==> config.mk <==
export PLATFORM = sky130hd
export DESIGN_NAME = alu_op_sequencer
export DESIGN_NICKNAME = d
export VERILOG_FILES = /design/src/rtl/alu_op_sequencer.sv
export SDC_FILE = /design/constraint.sdc
export NUM_CORES = 1
export LEC_CHECK = 0
export CAP_MARGIN = 20
export CORE_AREA = 2 2 243 245
export DETAILED_ROUTE_END_ITERATION = 6
export DIE_AREA = 0 0 245 247
export SETUP_SLACK_MARGIN = 0.5
export SLEW_MARGIN = 15
export SYNTH_ARGS = -nofsm -noshare
export SYNTH_HDL_FRONTEND = slang
export SYNTH_SLANG_ARGS = --single-unit
export TNS_END_PERCENT = 5
==> constraint.sdc <==
create_clock -name clk -period 5.47 [get_ports clk]
set_input_delay 1.3675 -clock clk [delete_from_list [all_inputs] [get_ports clk]]
set_output_delay 1.3675 -clock clk [all_outputs]
set_load 0.02 [all_outputs]
==> src/rtl/alu_op_sequencer.sv <==
// alu_op_sequencer: valid/ready front-end for the signed ALU op set, iterative mul/div/mod engine
module alu_op_sequencer #(
   parameter int WIDTH = 32
) (
   input  logic             clk,
   input  logic             rst_n,
   input  logic             req_valid,
   output logic             req_ready,
   input  logic [3:0]       req_op,
   input  logic [WIDTH-1:0] req_a,
   input  logic [WIDTH-1:0] req_b,
   output logic             rsp_valid,
   input  logic             rsp_ready,
   output logic [WIDTH-1:0] rsp_result,
   output logic             rsp_z,
   output logic             rsp_n,
   output logic             rsp_v,
   output logic             rsp_c,
   output logic             busy
);
   typedef enum logic [1:0] {IDLE, ITER, FIX, DONE} state_t;
   localparam int CW = $clog2(WIDTH);
   localparam logic [3:0] OP_ADD = 4'b0000, OP_SUB = 4'b0001, OP_MUL = 4'b0010, OP_DIV = 4'b0011,
                          OP_MOD = 4'b0100, OP_AND = 4'b1000, OP_OR = 4'b1001;
   state_t state;
   logic [3:0] op;
   logic [CW-1:0] cnt;
   logic [WIDTH-1:0] hi, lo, dvs;
   logic neg;
   logic [WIDTH:0] add_w, sub_w, m_sum, d_sh;
   logic [WIDTH-1:0] abs_a, abs_b, q_res, d_sub, quo, rem, f_res;
   logic [2*WIDTH-1:0] prod;
   logic q_v, q_c, iter_go, d_ge, f_v;
   assign req_ready = state == IDLE;
   assign rsp_valid = state == DONE;
   assign busy = state != IDLE;
   always_comb begin
      add_w = {1'b0, req_a} + {1'b0, req_b};
      sub_w = {1'b0, req_a} - {1'b0, req_b};
      abs_a = req_a[WIDTH-1] ? -req_a : req_a;
      abs_b = req_b[WIDTH-1] ? -req_b : req_b;
      iter_go = req_op == OP_MUL || ((req_op == OP_DIV || req_op == OP_MOD) && req_b != '0);
      q_res = '0;
      q_v = 1'b0;
      q_c = 1'b0;
      case (req_op)
         OP_ADD: begin
            q_res = add_w[WIDTH-1:0];
            q_c = add_w[WIDTH];
            q_v = (req_a[WIDTH-1] == req_b[WIDTH-1]) && (add_w[WIDTH-1] != req_a[WIDTH-1]);
         end
         OP_SUB: begin
            q_res = sub_w[WIDTH-1:0];
            q_c = sub_w[WIDTH];
            q_v = (req_a[WIDTH-1] != req_b[WIDTH-1]) && (sub_w[WIDTH-1] != req_a[WIDTH-1]);
         end
         OP_AND: q_res = req_a & req_b;
         OP_OR: q_res = req_a | req_b;
         default: q_res = '0;
      endcase
   end
   // one engine step: shift-add uses {hi,lo} as product/multiplier, restoring divide uses hi=remainder, lo=quotient
   always_comb begin
      m_sum = {1'b0, hi} + (lo[0] ? {1'b0, dvs} : '0);
      d_sh = {hi, lo[WIDTH-1]};
      d_ge = d_sh >= {1'b0, dvs};
      d_sub = d_sh[WIDTH-1:0] - dvs;
      prod = neg ? -{hi, lo} : {hi, lo};
      quo = neg ? -lo : lo;
      rem = neg ? -hi : hi;
      f_res = op == OP_MUL ? prod[WIDTH-1:0] : op == OP_DIV ? quo : rem;
      f_v = op == OP_MUL ? !(&prod[2*WIDTH-1:WIDTH-1] || ~|prod[2*WIDTH-1:WIDTH-1])
                         : op == OP_DIV && !neg && lo[WIDTH-1];
   end
   always_ff @(posedge clk) begin
      if (!rst_n) begin
         state <= IDLE;
         op <= '0;
         cnt <= '0;
         hi <= '0;
         lo <= '0;
         dvs <= '0;
         neg <= 1'b0;
         rsp_result <= '0;
         rsp_z <= 1'b0;
         rsp_n <= 1'b0;
         rsp_v <= 1'b0;
         rsp_c <= 1'b0;
      end else begin
         case (state)
            IDLE: if (req_valid) begin
               op <= req_op;
               if (iter_go) begin
                  hi <= '0;
                  lo <= req_op == OP_MUL ? abs_b : abs_a;
                  dvs <= req_op == OP_MUL ? abs_a : abs_b;
                  neg <= req_a[WIDTH-1] ^ (req_op != OP_MOD && req_b[WIDTH-1]);
                  cnt <= CW'(WIDTH - 1);
                  state <= ITER;
               end else begin
                  rsp_result <= q_res;
                  rsp_z <= q_res == '0;
                  rsp_n <= q_res[WIDTH-1];
                  rsp_v <= q_v;
                  rsp_c <= q_c;
                  state <= DONE;
               end
            end
            ITER: begin
               if (op == OP_MUL) begin
                  hi <= m_sum[WIDTH:1];
                  lo <= {m_sum[0], lo[WIDTH-1:1]};
               end else begin
                  hi <= d_ge ? d_sub : d_sh[WIDTH-1:0];
                  lo <= {lo[WIDTH-2:0], d_ge};
               end
               if (cnt == '0) state <= FIX;
               else cnt <= cnt - 1'b1;
            end
            FIX: begin
               rsp_result <= f_res;
               rsp_z <= f_res == '0;
               rsp_n <= f_res[WIDTH-1];
               rsp_v <= f_v;
               rsp_c <= 1'b0;
               state <= DONE;
            end
            DONE: if (rsp_ready) state <= IDLE;
            default: state <= IDLE;
         endcase
      end
   end
endmodule

# Word-level counts from Yosys, hierarchy flattened
# Index checks and enable logic that the tools add are counted.
word_totals:
  reg_bits: 144
  input_bits: 72
  out_inout_bits: 39
classes:
  n_addsub: 10
  n_lt_le_gt_ge: 1
  eq_ne: 22
  muxes: 47
  bitwise_logic: 3
  n_reduce_logical: 29
op_table:
  columns: ["op", "n"]
  rows:
  - ["$mux 32", 18]
  - ["$pmux 32 s2", 3]
  - ["$neg 32->32", 4]
  - ["$pmux 32 s4", 1]
  - ["$add 32x32->33", 2]
  - ["$logic_not 32->1", 2]
  - ["$mux 64", 1]
  - ["$neg 64->64", 1]
  - ["$ge 33x32->1", 1]
  - ["$reduce_and 33->1", 1]
  - ["$reduce_or 33->1", 1]
  - ["$sub 32x32->33", 1]
  - ["$and 32x32->32", 1]
  - ["$or 32x32->32", 1]
  - ["$reduce_bool 32->1", 1]
  - ["$sub 32x32->32", 1]
  - ["$eq 4x2->1 const B", 4]
  - ["$mux 5", 3]
  - ["$pmux 1 s2", 6]
  - ["$reduce_and 3->1", 4]
  - ["$pmux 5 s2", 1]
  - ["$mux 1", 9]
  - ["$eq 4x4->1 const B", 2]
  - ["$mux 2", 4]
  - ["other kinds (21)", 39]

# Logic depth before layout (Yosys ltp)
logic_depth:
  ltp_word: 8
  depth_mapped: 15

# Least setup slack after synthesis
# No wires, ideal clock.
synth_timing:
  path_kind: "in2reg"
  start: "input req_a[0]"
  end: "register rsp_z"
  setup_ns: 0.076
  t_arrival_ns: 4.728
  t_required_ns: 5.394
  slack_ns: 0.666
  path_stages: 15
  path_buffers: 0
  path_cell_list: "inv_1 ha_1 inv_1 fa_1 nand2b_1 a221oi_1 a221o_1 a21oi_1 nor3_1 or3_1 or4_1 or4_1 nor4_1 nand4b_1 o22ai_1"
synth_via:
  elab_chain_cells: 6
synth_lines:
  columns: ["item", "line", "source"]
  rows:
  - ["start: declaration", "10", "input logic [WIDTH-1:0] req_a,"]
  - ["$sub 32x32->33, or another cell as far along", "39", "sub_w = {1'b0, req_a} - {1'b0, req_b};"]
  - ["$pmux 32 s4 *", "46", "case (req_op)"]
  - ["$logic_not 32->1 *", "102", "rsp_z <= q_res == '0;"]
  - ["$mux 1 *", "93", "if (iter_go) begin"]
  - ["$mux 1 *", "91", "IDLE: if (req_valid) begin"]
  - ["$pmux 1 s2 *", "90", "case (state)"]
  - ["end signal: assignment", "85", "rsp_z <= 1'b0;"]
  - ["end signal: assignment", "102", null]
  - ["end signal: assignment", "122", "rsp_z <= f_res == '0;"]
  - ["end: declaration", "15", "output logic rsp_z,"]
# Mark *: on every way between the ends. The rest lies on a longest branch, timed or not. The select of a mux whose other input is x is not followed.
# A chain may end at the register's enable or synchronous reset.

# Worst setup path after layout
layout_timing:
  start: "input req_b[15]"
  end: "register rsp_z"
layout_via:
  elab_chain_cells: 6
layout_lines:
  columns: ["item", "line", "source"]
  rows:
  - ["start: declaration", "11", "input logic [WIDTH-1:0] req_b,"]
  - ["$sub 32x32->33, or another cell as far along", "39", null]
  - ["$pmux 32 s4", "46", null]
  - ["$logic_not 32->1", "102", null]
  - ["$mux 1", "93", null]
  - ["$mux 1", "91", null]
  - ["$pmux 1 s2", "90", null]
# Several ways; a longest one is shown, not always the timed one. The select of a mux whose other input is x is not followed.

==> out/qor.txt <==
status -> finished clean
DPL Wire Length -> 67,800 um
crit-path cells -> clkdlybuf4s50_1 > buf_4 > inv_1 > ha_1 > inv_1 > nor3_1 > nand2_1 > o21ai_0 > o41ai_1 > a21o_1 > a221o_1 > nor4_4 > buf_4 > nand4b_1 > o22ai_1
Yosys reg bits -> 143
Hold Violations, Final -> 0
Port Buffers -> 110
FP Rows -> 89
fin cells -> 3,866
routed wire length per instance -> 22.1 um
share of layout cells above drive strength 1 -> 0.121
MaxCap Viol Count -> 0
Leak -> 9.90 nW
CP startpoint -> req_b[15]
R2R Setup Slk -> 0.73 ns
root buffer cell -> clkbuf_16
ys async rst share -> 0
largest net degree at the start of global routing -> 65
crit path to -> rsp_z$_SDFFE_PN0P_
wire length after detailed routing -> 85,300 um
area of the die -> 60,500 um^2
Final Max Slew Viols -> 0
Hold Path Depth -> 2
final hold slack -> 0.450 ns
Post-synth EDFFs -> 0
CTS tree -> built
post-synthesis sequential area ratio -> 0.143
initial DRC count -> 2,411
Antenna Nets Post-Route -> 0
Syn. warnings -> 0
Horiz. Die Dim -> 245 um
Final Cell Area -> 24,000 um^2
Yosys cell types -> 81
Reg2Reg Launch Point -> lo[1]$_SDFFE_PN0P_
Clk Latency, worst-skew pair -> 0.47 ns
Hold WC Path Type -> reg -> reg
Final nets -> 3,336
RSZ-0062 raised after global routing -> true
period utilization -> 0.924
diodes inserted -> 0
maximum VDD drop -> 256 uV
Clock Sinks -> 143
Crit Path Category -> in -> reg
Critical Path Fanout Max -> 6
element type at the critical path start -> primary input
H-tree Lvls -> 4
global-route track usage on met1 -> 0.362
vias per std cell -> 5.94
via count -> 23,000
P per Cell Area -> 345 nW/um^2
first-pass GRT wire length -> 130,000 um
syn avg cell area -> 6.89 um^2
Max stage delay cell, worst path -> clkdlybuf4s50_1
WP data arrival -> 5.44 ns
Remaining DRCs -> 0
First-pass DRT Iterations -> 6
worst-case reg-to-reg path depth -> 13
crit path time final -> 5.06 ns
Core Region -> 58,200 um^2
GR Util All Layers -> 0.276
net count after synthesis -> 3,167
effective utilization at floorplan -> 0.344
Area growth syn-to-layout -> 19.9%
Worst-path clk slew -> 0.07 ns
gr ovfl total -> 0
vias in the first global route -> 21,500
Placed Instances -> 3,835
Finish-stage setup viols -> 0
Ports -> 111
Critical Path End Type -> flip-flop
Worst Tran Pin Value -> 0.912 ns
dominant synthesized flop cell -> dfxtp_1
Placed Area -> 23,300 um^2
GPL Wtd Cong -> 0.977
worst clock skew -> 0.0241 ns
reg2reg end -> rsp_v$_SDFFE_PN0P_
Largest stage delay, worst path -> 0.57 ns
WP data required -> 5.85 ns
CTS buffer count -> 17
grt met3 use -> 0.0372
global routing's busiest layer -> met2
f_max -> 0.198 GHz
clock buffer depth -> 2
M2 GR Usage -> 0.453
Cells after Synth -> 2,912
Post-Syn Area -> 20,100 um^2
initial antenna violation count -> 0
final core occ -> 0.413
Die Y-Extent -> 247 um
slew margin rel. -> 0.390
-- cell usage after synthesis, drive strengths merged (12+ instances only) --
| master | count | area (um^2) |
|---|---|---|
| and2 | 13 | 81.3 |
| a211oi | 58 | 435 |
| nand2 | 331 | 1240 |
| dfxtp | 143 | 2860 |
| nand2b | 27 | 169 |
| o21ai | 175 | 876 |
| xor2 | 52 | 455 |
| mux2i | 66 | 661 |
| nor3 | 87 | 440 |
| a21oi | 258 | 1300 |
| and3 | 18 | 113 |
| nand3 | 62 | 310 |
| inv | 167 | 627 |
| nor4 | 41 | 275 |
| nor2 | 250 | 938 |
| nand4 | 30 | 188 |
| o31ai | 61 | 458 |
| o21a | 21 | 158 |
| or3 | 34 | 213 |
| a22o | 17 | 149 |
| a221oi | 12 | 105 |
| o41ai | 31 | 272 |
| o21bai | 23 | 173 |
| a21o | 52 | 390 |
| o211ai | 87 | 653 |
| a311oi | 13 | 114 |
| buf | 20 | 83.8 |
| clkbuf | 183 | 687 |
| a31oi | 17 | 106 |
| or2 | 20 | 125 |
| o22ai | 15 | 93.8 |
| ha | 179 | 2240 |
| or4 | 29 | 218 |
| nor2b | 14 | 87.6 |
| xnor2 | 137 | 1200 |
-- sequential cells by signal, indices dropped and copies added (netlist names) --
signal	flops
op	4
state	2
cnt	5
dvs	32
rsp_v	1
neg	1
rsp_z	1
lo	32
rsp_result	32
hi	32
rsp_c	1
-- logic make-up (layout without fill, tap and decap cells) --
group / count (synthesis) / after routing / share of synthesized area
DFF: 143 / 143 / 0.143
and+or+nand+nor: 999 / 999 / 0.238
buffers and inverters: 373 / 554 / 0.0702
AOI/OAI and AO/OA: 954 / 954 / 0.315
adders and majority gates: 183 / 183 / 0.116
xor gates and xnor gates: 189 / 189 / 0.0825
muxes: 71 / 71 / 0.0363
-- metal layers --
layer | wire length (um) | part of all wire
met1 | 37000 | 0.43
met2 | 38400 | 0.45
met3 | 5850 | 0.069
met4 | 4120 | 0.048
met5 | 0 | 0
-- how the worst min path moves through the flow --
stage	from	to	slack, ns
5_1_grt	dvs[7]$_SDFFE_PN0P_	dvs[7]$_SDFFE_PN0P_	0.47
4_1_cts	dvs[7]$_SDFFE_PN0P_	dvs[7]$_SDFFE_PN0P_	0.46
2_1_floorplan	dvs[11]$_SDFFE_PN0P_	dvs[11]$_SDFFE_PN0P_	0.43
3_5_place_dp	dvs[13]$_SDFFE_PN0P_	dvs[13]$_SDFFE_PN0P_	0.45
3_3_place_gp	dvs[27]$_SDFFE_PN0P_	dvs[27]$_SDFFE_PN0P_	0.44
6_report	dvs[7]$_SDFFE_PN0P_	dvs[7]$_SDFFE_PN0P_	0.45
-- area by class of cell --
class	count	area [um^2]
clock buffer	19	443
clock inverter	12	126
fill	6113	34200
inverter	170	639
multi-input combinational	2396	16100
sequential	143	2860
tap	773	967
timing repair buffer	353	2950
-- through the flow --
step | power [mW] | setup TNS, ns | setup slack [ns]
6_report | 8.30 | 0 | 0.413
5_1_grt | 8.81 | 0 | 0.432
4_1_cts | 8.20 | 0 | 0.519
3_5_place_dp | 6.98 | -0.244 | -0.244
3_3_place_gp | 6.98 | -0.243 | -0.243
2_1_floorplan | 5.19 | 0 | 0.666
-- power breakdown --
part | internal [mW] | switching (mW) | total, mW
Combinational | 2.19 | 3.39 | 5.58
Clock | 0.647 | 0.541 | 1.19
Sequential | 1.24 | 0.295 | 1.54
-- placed cells by master (no fill, tap or decap), types with 55 or more instances in the layout --
master and n:
o21ai_0 171, a21oi_1 253, a211oi_1 55, inv_1 164
clkdlybuf4s50_1 108, ha_1 173, nor2_1 246, nand2_1 331
o31ai_1 59, nor3_1 85, dfxtp_1 142, buf_4 241
nand3_1 61, xnor2_1 137, mux2i_1 66, o211ai_1 87
-- critical path: cells and delay by family --
kind / cells / cell delay, ns
AOI/OAI and AO/OA: 5 / 1.45
buffers and inverters: 5 / 1.14
and+or+nand+nor: 4 / 1.03
adders and majority gates: 1 / 0.44
-- what timing repair did --
item,4_1_cts,5_1_grt
buffers inserted,0,0
pin swaps,0,3
setup endpoints to repair,2,9
gates resized for setup,19,25
hold buffers,0,0
Power figures use the tool's default switching activity.
